<file path="src/rtl/mem_stage_pkg.sv">
// Shared types and lane-steering helpers for the memory stage.
// Big-endian lanes: byte offset 0 lives in bits 31:24.
package mem_stage_pkg;

  typedef enum logic [1:0] {
    SZ_BYTE   = 2'b00,
    SZ_HALF   = 2'b01,
    SZ_WORD   = 2'b10,
    SZ_WORD_X = 2'b11
  } size_e;

  typedef enum logic {
    ST_IDLE = 1'b0,
    ST_WAIT = 1'b1
  } state_e;

  function automatic logic [3:0] byte_en(input size_e size, input logic [1:0] off);
    case (size)
      SZ_BYTE: byte_en = 4'b1000 >> off;
      SZ_HALF: byte_en = off[1] ? 4'b0011 : 4'b1100;
      default: byte_en = 4'b1111;
    endcase
  endfunction

  function automatic logic [31:0] store_rep(input size_e size, input logic [31:0] wdata);
    case (size)
      SZ_BYTE: store_rep = {4{wdata[7:0]}};
      SZ_HALF: store_rep = {2{wdata[15:0]}};
      default: store_rep = wdata;
    endcase
  endfunction

  function automatic logic [31:0] load_extract(input size_e size, input logic [1:0] off,
                                               input logic [31:0] rdata, input logic sgn);
    logic [7:0]  b;
    logic [15:0] h;
    case (off)
      2'd0:    b = rdata[31:24];
      2'd1:    b = rdata[23:16];
      2'd2:    b = rdata[15:8];
      default: b = rdata[7:0];
    endcase
    h = off[1] ? rdata[15:0] : rdata[31:16];
    case (size)
      SZ_BYTE: load_extract = {{24{sgn & b[7]}}, b};
      SZ_HALF: load_extract = {{16{sgn & h[15]}}, h};
      default: load_extract = rdata;
    endcase
  endfunction

  function automatic logic is_misaligned(input size_e size, input logic [1:0] off);
    case (size)
      SZ_BYTE: is_misaligned = 1'b0;
      SZ_HALF: is_misaligned = off[0];
      default: is_misaligned = |off;
    endcase
  endfunction

endpackage

</file>
<file path="src/rtl/mem_stage_if.sv">
// EX/MEM, data-memory and MEM/WB signals of the memory stage.
// misalign_trap exists only when MEM_MISALIGN_TRAP_EN is defined.
interface mem_stage_if;
  logic        ex_valid;
  logic        ex_mem_read;
  logic        ex_mem_write;
  logic [1:0]  ex_size;
  logic        ex_signed;
  logic [31:0] ex_addr;
  logic [31:0] ex_wdata;
  logic [31:0] ex_alu_result;
  logic [4:0]  ex_rd;
  logic        ex_reg_write;

  logic        dm_req;
  logic        dm_we;
  logic [31:0] dm_addr;
  logic [3:0]  dm_be;
  logic [31:0] dm_wdata;
  logic        dm_ack;
  logic [31:0] dm_rdata;

  logic        mem_stall;
  logic        wb_valid;
  logic        wb_reg_write;
  logic [4:0]  wb_rd;
  logic [31:0] wb_data;
  logic        mem_timeout;
`ifdef MEM_MISALIGN_TRAP_EN
  logic        misalign_trap;
`endif

  modport master (
    input  ex_valid, ex_mem_read, ex_mem_write, ex_size, ex_signed, ex_addr,
           ex_wdata, ex_alu_result, ex_rd, ex_reg_write, dm_ack, dm_rdata,
    output dm_req, dm_we, dm_addr, dm_be, dm_wdata, mem_stall,
           wb_valid, wb_reg_write, wb_rd, wb_data, mem_timeout
`ifdef MEM_MISALIGN_TRAP_EN
    , output misalign_trap
`endif
  );

  modport slave (
    output ex_valid, ex_mem_read, ex_mem_write, ex_size, ex_signed, ex_addr,
           ex_wdata, ex_alu_result, ex_rd, ex_reg_write, dm_ack, dm_rdata,
    input  dm_req, dm_we, dm_addr, dm_be, dm_wdata, mem_stall,
           wb_valid, wb_reg_write, wb_rd, wb_data, mem_timeout
`ifdef MEM_MISALIGN_TRAP_EN
    , input misalign_trap
`endif
  );
endinterface

</file>
<file path="src/rtl/mem_align.sv">
// Combinational lane steering: byte enables, store replication, load extract/extend.
import mem_stage_pkg::*;

module mem_align (
  input  logic [1:0]  i_size,
  input  logic [1:0]  i_off,
  input  logic        i_signed,
  input  logic [31:0] i_wdata,
  input  logic [31:0] i_rdata,
  output logic [3:0]  o_be,
  output logic [31:0] o_wdata,
  output logic [31:0] o_rdata
);
  size_e w_size;

  assign w_size  = size_e'(i_size);
  assign o_be    = byte_en(w_size, i_off);
  assign o_wdata = store_rep(w_size, i_wdata);
  assign o_rdata = load_extract(w_size, i_off, i_rdata, i_signed);
endmodule

</file>
<file path="src/rtl/mem_stage.sv">
// Memory stage: issues one data-memory access per load/store and writes back to MEM/WB.
// Optional MEM_MISALIGN_TRAP_EN traps misaligned half/word accesses without touching memory.
//
// state   | meaning
// ST_IDLE | no access outstanding; ALU results pass through to writeback
// ST_WAIT | request held on the data bus until dm_ack or timeout
import mem_stage_pkg::*;

module mem_stage #(
  parameter int TIMEOUT_CYCLES = 16
) (
  input logic         clk,
  input logic         rst,
  mem_stage_if.master bus
);
  localparam int CNT_W = (TIMEOUT_CYCLES > 1) ? $clog2(TIMEOUT_CYCLES) : 1;
  localparam logic [CNT_W-1:0] CNT_LAST = CNT_W'(TIMEOUT_CYCLES - 1);

  state_e           r_state, w_state_nxt;
  logic [CNT_W-1:0] r_cnt, w_cnt_nxt;
  logic             r_wb_valid, w_wb_valid;
  logic             r_wb_reg_write, w_wb_reg_write;
  logic [4:0]       r_wb_rd, w_wb_rd;
  logic [31:0]      r_wb_data, w_wb_data;
  logic             r_timeout, w_timeout;
  logic             r_dm_we;
  logic [3:0]       r_dm_be;
  logic [31:0]      r_dm_addr, r_dm_wdata;
  logic             w_dm_load;
  logic             w_stall;
  logic             w_is_mem, w_misalign, w_start;
  logic [3:0]       w_be;
  logic [31:0]      w_wdata_rep, w_load_data;
`ifdef MEM_MISALIGN_TRAP_EN
  logic             r_trap, w_trap;
`endif

  assign w_is_mem = bus.ex_valid & (bus.ex_mem_read | bus.ex_mem_write);
`ifdef MEM_MISALIGN_TRAP_EN
  assign w_misalign = is_misaligned(size_e'(bus.ex_size), bus.ex_addr[1:0]);
`else
  assign w_misalign = 1'b0;
`endif
  assign w_start = w_is_mem & ~w_misalign;

  mem_align u_align (
    .i_size   (bus.ex_size),
    .i_off    (bus.ex_addr[1:0]),
    .i_signed (bus.ex_signed),
    .i_wdata  (bus.ex_wdata),
    .i_rdata  (bus.dm_rdata),
    .o_be     (w_be),
    .o_wdata  (w_wdata_rep),
    .o_rdata  (w_load_data)
  );

  always_ff @(posedge clk) begin
    if (!rst) r_state <= ST_IDLE;
    else      r_state <= w_state_nxt;
  end

  // ex_* is held by the stall contract through the whole WAIT, including the ack cycle
  always_comb begin
    w_state_nxt    = r_state;
    w_cnt_nxt      = r_cnt;
    w_wb_valid     = 1'b0;
    w_wb_reg_write = 1'b0;
    w_wb_rd        = r_wb_rd;
    w_wb_data      = r_wb_data;
    w_timeout      = 1'b0;
    w_dm_load      = 1'b0;
    w_stall        = 1'b0;
`ifdef MEM_MISALIGN_TRAP_EN
    w_trap         = 1'b0;
`endif
    case (r_state)
      ST_IDLE: begin
        if (w_start) begin
          w_stall     = 1'b1;
          w_dm_load   = 1'b1;
          w_cnt_nxt   = '0;
          w_state_nxt = ST_WAIT;
        end else if (w_is_mem) begin
          w_wb_valid = 1'b1;
          w_wb_rd    = bus.ex_rd;
          w_wb_data  = '0;
`ifdef MEM_MISALIGN_TRAP_EN
          w_trap     = 1'b1;
`endif
        end else if (bus.ex_valid) begin
          w_wb_valid     = 1'b1;
          w_wb_reg_write = bus.ex_reg_write;
          w_wb_rd        = bus.ex_rd;
          w_wb_data      = bus.ex_alu_result;
        end
      end
      ST_WAIT: begin
        if (bus.dm_ack) begin
          w_state_nxt = ST_IDLE;
          w_wb_valid  = 1'b1;
          w_wb_rd     = bus.ex_rd;
          if (!bus.ex_mem_write) begin
            w_wb_reg_write = bus.ex_reg_write;
            w_wb_data      = w_load_data;
          end
        end else if (r_cnt == CNT_LAST) begin
          w_stall     = 1'b1;
          w_state_nxt = ST_IDLE;
          w_wb_valid  = 1'b1;
          w_wb_rd     = bus.ex_rd;
          w_wb_data   = '0;
          w_timeout   = 1'b1;
        end else begin
          w_stall   = 1'b1;
          w_cnt_nxt = r_cnt + 1'b1;
        end
      end
      default: w_state_nxt = ST_IDLE;
    endcase
  end

  always_ff @(posedge clk) begin
    if (!rst) begin
      r_cnt          <= '0;
      r_wb_valid     <= 1'b0;
      r_wb_reg_write <= 1'b0;
      r_wb_rd        <= '0;
      r_wb_data      <= '0;
      r_timeout      <= 1'b0;
      r_dm_we        <= 1'b0;
      r_dm_be        <= '0;
      r_dm_addr      <= '0;
      r_dm_wdata     <= '0;
`ifdef MEM_MISALIGN_TRAP_EN
      r_trap         <= 1'b0;
`endif
    end else begin
      r_cnt          <= w_cnt_nxt;
      r_wb_valid     <= w_wb_valid;
      r_wb_reg_write <= w_wb_reg_write;
      r_wb_rd        <= w_wb_rd;
      r_wb_data      <= w_wb_data;
      r_timeout      <= w_timeout;
`ifdef MEM_MISALIGN_TRAP_EN
      r_trap         <= w_trap;
`endif
      if (w_dm_load) begin
        r_dm_we    <= bus.ex_mem_write;
        r_dm_be    <= w_be;
        r_dm_addr  <= {bus.ex_addr[31:2], 2'b00};
        r_dm_wdata <= w_wdata_rep;
      end
    end
  end

  assign bus.dm_req       = (r_state == ST_WAIT);
  assign bus.dm_we        = r_dm_we & (r_state == ST_WAIT);
  assign bus.dm_be        = r_dm_be;
  assign bus.dm_addr      = r_dm_addr;
  assign bus.dm_wdata     = r_dm_wdata;
  assign bus.mem_stall    = w_stall;
  assign bus.wb_valid     = r_wb_valid;
  assign bus.wb_reg_write = r_wb_reg_write;
  assign bus.wb_rd        = r_wb_rd;
  assign bus.wb_data      = r_wb_data;
  assign bus.mem_timeout  = r_timeout;
`ifdef MEM_MISALIGN_TRAP_EN
  assign bus.misalign_trap = r_trap;
`endif
endmodule

</file>
<file path="src/flat_wrapper.sv">
// flat-port wrapper written by rule: the top's interface ports become plain ports
module mem_stage_flat 
#(
  parameter int TIMEOUT_CYCLES = 16
)
  (clk, rst, bus_ex_valid, bus_ex_mem_read, bus_ex_mem_write, bus_ex_size, bus_ex_signed, bus_ex_addr, bus_ex_wdata, bus_ex_alu_result, bus_ex_rd, bus_ex_reg_write, bus_dm_ack, bus_dm_rdata, bus_dm_req, bus_dm_we, bus_dm_addr, bus_dm_be, bus_dm_wdata, bus_mem_stall, bus_wb_valid, bus_wb_reg_write, bus_wb_rd, bus_wb_data, bus_mem_timeout);
  mem_stage_if bus_i ();
  input logic clk;
  input logic rst;
  input wire logic [$bits(bus_i.ex_valid)-1:0] bus_ex_valid;
  input wire logic [$bits(bus_i.ex_mem_read)-1:0] bus_ex_mem_read;
  input wire logic [$bits(bus_i.ex_mem_write)-1:0] bus_ex_mem_write;
  input wire logic [$bits(bus_i.ex_size)-1:0] bus_ex_size;
  input wire logic [$bits(bus_i.ex_signed)-1:0] bus_ex_signed;
  input wire logic [$bits(bus_i.ex_addr)-1:0] bus_ex_addr;
  input wire logic [$bits(bus_i.ex_wdata)-1:0] bus_ex_wdata;
  input wire logic [$bits(bus_i.ex_alu_result)-1:0] bus_ex_alu_result;
  input wire logic [$bits(bus_i.ex_rd)-1:0] bus_ex_rd;
  input wire logic [$bits(bus_i.ex_reg_write)-1:0] bus_ex_reg_write;
  input wire logic [$bits(bus_i.dm_ack)-1:0] bus_dm_ack;
  input wire logic [$bits(bus_i.dm_rdata)-1:0] bus_dm_rdata;
  output wire logic [$bits(bus_i.dm_req)-1:0] bus_dm_req;
  output wire logic [$bits(bus_i.dm_we)-1:0] bus_dm_we;
  output wire logic [$bits(bus_i.dm_addr)-1:0] bus_dm_addr;
  output wire logic [$bits(bus_i.dm_be)-1:0] bus_dm_be;
  output wire logic [$bits(bus_i.dm_wdata)-1:0] bus_dm_wdata;
  output wire logic [$bits(bus_i.mem_stall)-1:0] bus_mem_stall;
  output wire logic [$bits(bus_i.wb_valid)-1:0] bus_wb_valid;
  output wire logic [$bits(bus_i.wb_reg_write)-1:0] bus_wb_reg_write;
  output wire logic [$bits(bus_i.wb_rd)-1:0] bus_wb_rd;
  output wire logic [$bits(bus_i.wb_data)-1:0] bus_wb_data;
  output wire logic [$bits(bus_i.mem_timeout)-1:0] bus_mem_timeout;
  assign bus_i.ex_valid = bus_ex_valid;
  assign bus_i.ex_mem_read = bus_ex_mem_read;
  assign bus_i.ex_mem_write = bus_ex_mem_write;
  assign bus_i.ex_size = bus_ex_size;
  assign bus_i.ex_signed = bus_ex_signed;
  assign bus_i.ex_addr = bus_ex_addr;
  assign bus_i.ex_wdata = bus_ex_wdata;
  assign bus_i.ex_alu_result = bus_ex_alu_result;
  assign bus_i.ex_rd = bus_ex_rd;
  assign bus_i.ex_reg_write = bus_ex_reg_write;
  assign bus_i.dm_ack = bus_dm_ack;
  assign bus_i.dm_rdata = bus_dm_rdata;
  assign bus_dm_req = bus_i.dm_req;
  assign bus_dm_we = bus_i.dm_we;
  assign bus_dm_addr = bus_i.dm_addr;
  assign bus_dm_be = bus_i.dm_be;
  assign bus_dm_wdata = bus_i.dm_wdata;
  assign bus_mem_stall = bus_i.mem_stall;
  assign bus_wb_valid = bus_i.wb_valid;
  assign bus_wb_reg_write = bus_i.wb_reg_write;
  assign bus_wb_rd = bus_i.wb_rd;
  assign bus_wb_data = bus_i.wb_data;
  assign bus_mem_timeout = bus_i.mem_timeout;
  mem_stage #(.TIMEOUT_CYCLES(TIMEOUT_CYCLES)) u_core (.clk(clk), .rst(rst), .bus(bus_i));
endmodule
</file>
<file path="config.mk">
export PLATFORM = sky130hd
export DESIGN_NAME = mem_stage_flat
export DESIGN_NICKNAME = d
export VERILOG_FILES = /design/src/rtl/mem_stage_pkg.sv /design/src/rtl/mem_stage_if.sv /design/src/rtl/mem_align.sv /design/src/rtl/mem_stage.sv /design/src/flat_wrapper.sv
export SDC_FILE = /design/constraint.sdc
export NUM_CORES = 1
export LEC_CHECK = 0
export BUFFER_PORTS_ARGS = -buffer_cell sky130_fd_sc_hd__buf_2
export CAP_MARGIN = 20
export CORE_ASPECT_RATIO = 1.4
export CORE_MARGIN = 2
export CORE_UTILIZATION = 50
export CTS_CLUSTER_SIZE = 10
export DETAILED_ROUTE_END_ITERATION = 10
export GPL_TIMING_DRIVEN = 0
export PLACE_DENSITY = 0.86
export SKIP_LAST_GASP = 1
export SLEW_MARGIN = 20
export SYNTH_ARGS = -nofsm -noshare
export SYNTH_HDL_FRONTEND = slang
export SYNTH_SLANG_ARGS = --single-unit
</file>
<file path="constraint.sdc">
create_clock -name clk -period 2.95 [get_ports clk]
set_clock_uncertainty 0.2 [all_clocks]
set_input_delay 0.59 -clock clk [delete_from_list [all_inputs] [get_ports clk]]
set_output_delay 0.59 -clock clk [all_outputs]
set_load 0.02 [all_outputs]
</file>
==> impl_metrics.yaml <==
timing:
  finalHoldViolCount: 0
  maxSlewViolCount: 0
  maxSlewHeadroom_pct: 37.17
  rsz0062_at_grt: "false"
  worst_pin_slew_ps: 935.3
  fin_crit_sh_pct: 93.57
  setup_tns_ps: 0
  setup_viol: 0
  setup_slack_ps: 189.7
  min_period_ps: 2760
  max_freq_ghz: 0.3623
  hold_ws_ps: 246.6
critical_path:
  cp-start-kind: "flop"
  crit_fanout: 10
  cp-end-kind: "primary output"
  worstSetupPathType: "reg -> out"
  crit_arrival_ps: 1970
  rr_worst_depth: 6
  reg2reg_from: "u_core.bus.dm_req$_SDFF_PN0_"
  crit_required_ps: 2160
  critPathMaxStageDelay_ps: 330
  worstReg2RegEnd: "u_core.bus.wb_data[26]$_SDFFE_PN0P_"
  startpoint: "u_core.bus.dm_req$_SDFF_PN0_"
  cp_cell_sequence: "buf_4 > nor2b_1 > o21ai_1 > clkbuf_2 > nand2_1 > buf_2"
  cp_slowest_cell: "dfxtp_1"
  setup.worst_path.end: "bus_mem_stall"
  r2r_setup_slack_ps: 730
floorplan:
  rows: 43
  io_pins: 254
  core_um2: 9953
  dieArea_um2: 11060
  fp.dieW_um: 89.44
  die_y_um: 123.6
  initial_core_util_pct: 51.34
cts:
  cts_buffers: 9
  cts_max_level: 3
  ctsHoldBuffers: 0
  cts-root-buf: "clkbuf_16"
  cts_tree: "built"
  cts_sinks: 112
  clockBufferDepth: 2
  post_cts_buffers: 0
  clkTransAtPathRegs_ps: 80
  clock_latency_ps: 360
global_route:
  top_usage_layer: "met2"
  track_usage_pct: 31.69
  use_met1_pct: 32.58
  gr-usage-met3_pct: 9.013
  grt_use_met2_pct: 57.64
  grt-ovfl-total: 0
  antenna_found_initial: 0
  grt_pass1_wl_mm: 26.35
  grt_pass1_vias: 5415
  grt_max_degree: 22
outcome:
  outcome: "finished, final reports clean"
final_layout:
  design_area_um2: 6828
  nets: 1012
  area_growth_syn_to_layout_pct: 33.62
  final_cells: 1008
  final_util_pct: 68.60
  drive_gt1_share_pct: 34.59
  n_antenna_cell: 0
synthesis:
  synth_ff_type: "dfxtp_1"
  synthesis.instances: 607
  async_flop_share_pct: 0
  yosysSeqAreaShare_pct: 43.88
  synth-seq-cells: 112
  syn_area_um2: 5110
  synthDistinctLibCells: 54
  ys.warnings.count: 0
  avgSynthCellArea_um2: 8.418
  synth_edf_count: 0
route:
  drt-initial-drc-count: 309
  drt_pass1_iterations: 5
  via_per_inst: 5.610
  dr_total_vias: 5655
  drt_wl_total_mm: 18.10
  post_drt_wl_per_cell_um: 17.95
  drc: 0
  drtAntennaViolNets: 0
power_and_ir_drop:
  combPwrFrac_pct: 20.7
  switching_share_pct: 31.82
  powerDensity_nw_per_um2: 535.0
  switchingPower_mw: 1.162
  seqPwrFrac_pct: 45.4
  power_mw: 3.653
  p_leak_nw: 3.265
  p_int_mw: 2.491
  power_frac_clock_pct: 33.9
  peakVddDrop_mv: 0.3774
placement:
  dp.cells: 992
  hpwlAfterDp_mm: 14.10
  pre_cts_ws_ps: 23.44
  port_buffers: 249
  place_area_um2: 6529
  gp_congestion: 0.9736
min_path:
  hold_class: "in -> reg"
job:
  maxCapViolCount: 0
[final cells by class]
class	count	area (µm²)
fillers	846	3126
multi-input cells	437	2580
flip-flops and latches	112	2242
repair buffers	249	1246
plain buffers	54	274.0
clock buffers	9	225.2
well taps	135	168.9
clock inverters	7	72.57
inverters	5	18.77
[layer usage]
layer	up-vias	wire, µm
met5	-	0
met2	329	9141
met1	2586	6459
met4	0	712
met3	50	1783
li1	2690	-
[how the worst min path moves through the flow]
| stage | startpoint | to | slack (ps) | cells after the start |
|---|---|---|---|---|
| 2_1_floorplan | u_core.r_dm_we$_SDFFE_PN0P_ | u_core.r_dm_we$_SDFFE_PN0P_ | 260 | 2 |
| 3_3_place_gp | u_core.bus.dm_addr[30]$_SDFFE_PN0P_ | u_core.bus.dm_addr[30]$_SDFFE_PN0P_ | 240 | 2 |
| 3_5_place_dp | u_core.bus.dm_addr[4]$_SDFFE_PN0P_ | u_core.bus.dm_addr[4]$_SDFFE_PN0P_ | 240 | 2 |
| 4_1_cts | bus_ex_alu_result[21] | u_core.bus.wb_data[21]$_SDFFE_PN0P_ | 240 | 2 |
| 5_1_grt | bus_ex_alu_result[19] | u_core.bus.wb_data[19]$_SDFFE_PN0P_ | 250 | 2 |
| 6_report | bus_ex_alu_result[18] | u_core.bus.wb_data[18]$_SDFFE_PN0P_ | 250 | 2 |
[Yosys cell counts, drive strengths merged (4+ instances only)]
| library cell | number | share of area, % |
|---|---|---|
| a311oi | 8 | 1.4 |
| o211ai | 22 | 3.2 |
| a221oi | 8 | 1.4 |
| nand4 | 8 | 0.98 |
| nor2 | 41 | 3.0 |
| nor3 | 6 | 0.59 |
| nand2b | 17 | 2.1 |
| mux2i | 26 | 5.1 |
| dfxtp | 112 | 44 |
| and2 | 4 | 0.49 |
| clkbuf | 27 | 2.2 |
| nand2 | 109 | 8.1 |
| and3 | 20 | 2.5 |
| a221o | 16 | 3.1 |
| a21oi | 56 | 5.7 |
| inv | 5 | 0.37 |
| o21ai | 28 | 2.7 |
| nand3 | 23 | 2.3 |
| nor2b | 5 | 0.61 |
| a211oi | 10 | 1.7 |
| buf | 27 | 3.2 |
[cell families (layout without fill, tap and decap cells)]
kind of cell / after synthesis / in the layout / share of synthesized area [%]
fa+ha+maj: 1 / 1 / 0.2448
xor+xnor: 2 / 2 / 0.3429
flops: 112 / 112 / 43.88
mux: 28 / 28 / 5.828
other cells: 1 / 2 / 0.07339
compound gates: 165 / 165 / 22.21
buf+inv: 59 / 324 / 5.705
simple gates: 239 / 239 / 21.72
[critical path, delay by kind of cell (launching register included)]
family	cells	cell delay, ps
buffers and inverters	3	630
AND/OR/NAND/NOR	2	350
flip-flops	1	330
AO/OA/AOI/OAI	1	290
[power groups by stage]
stage	sequential (mW)	clock, mW	combinational [mW]
2_1_floorplan	1.81	0	0.317
3_3_place_gp	1.69	0	0.747
3_5_place_dp	1.69	0	0.752
4_1_cts	1.66	1.25	0.754
5_1_grt	1.67	1.31	0.818
6_report	1.66	1.24	0.757
[flip-flops by register name, summed over array words and instances, names as in the netlist]
| signal | count |
|---|---|
| u_core.bus.dm_wdata | 32 |
| u_core.bus.mem_timeout | 1 |
| u_core.bus.wb_data | 32 |
| u_core.bus.wb_rd | 5 |
| u_core.r_cnt | 4 |
| u_core.bus.dm_req | 1 |
| u_core.bus.wb_valid | 1 |
| u_core.bus.dm_be | 4 |
| u_core.bus.dm_addr | 30 |
| u_core.bus.wb_reg_write | 1 |
| u_core.r_dm_we | 1 |
[layout by cell type (no fill, tap or decap), types with 9 or more instances in the layout]
master,synthesis,final
o21ai_0,27,27
buf_2,18,267
a21oi_1,55,55
a221o_1,16,16
nand2_1,108,108
a211oi_1,9,9
nand2b_1,17,17
and3_1,19,19
clkbuf_1,26,25
o211ai_1,22,22
nand3_1,23,23
dfxtp_1,112,112
mux2i_1,26,26
clkbuf_16,0,9
nor2_1,41,41
[repair_timing]
item | CTS | global route
gates resized for setup | 1 | 0
setup endpoints to repair | 1 | 0
hold endpoints to repair | 0 | 0
No activity file was read; power rests on OpenSTA's default activity.
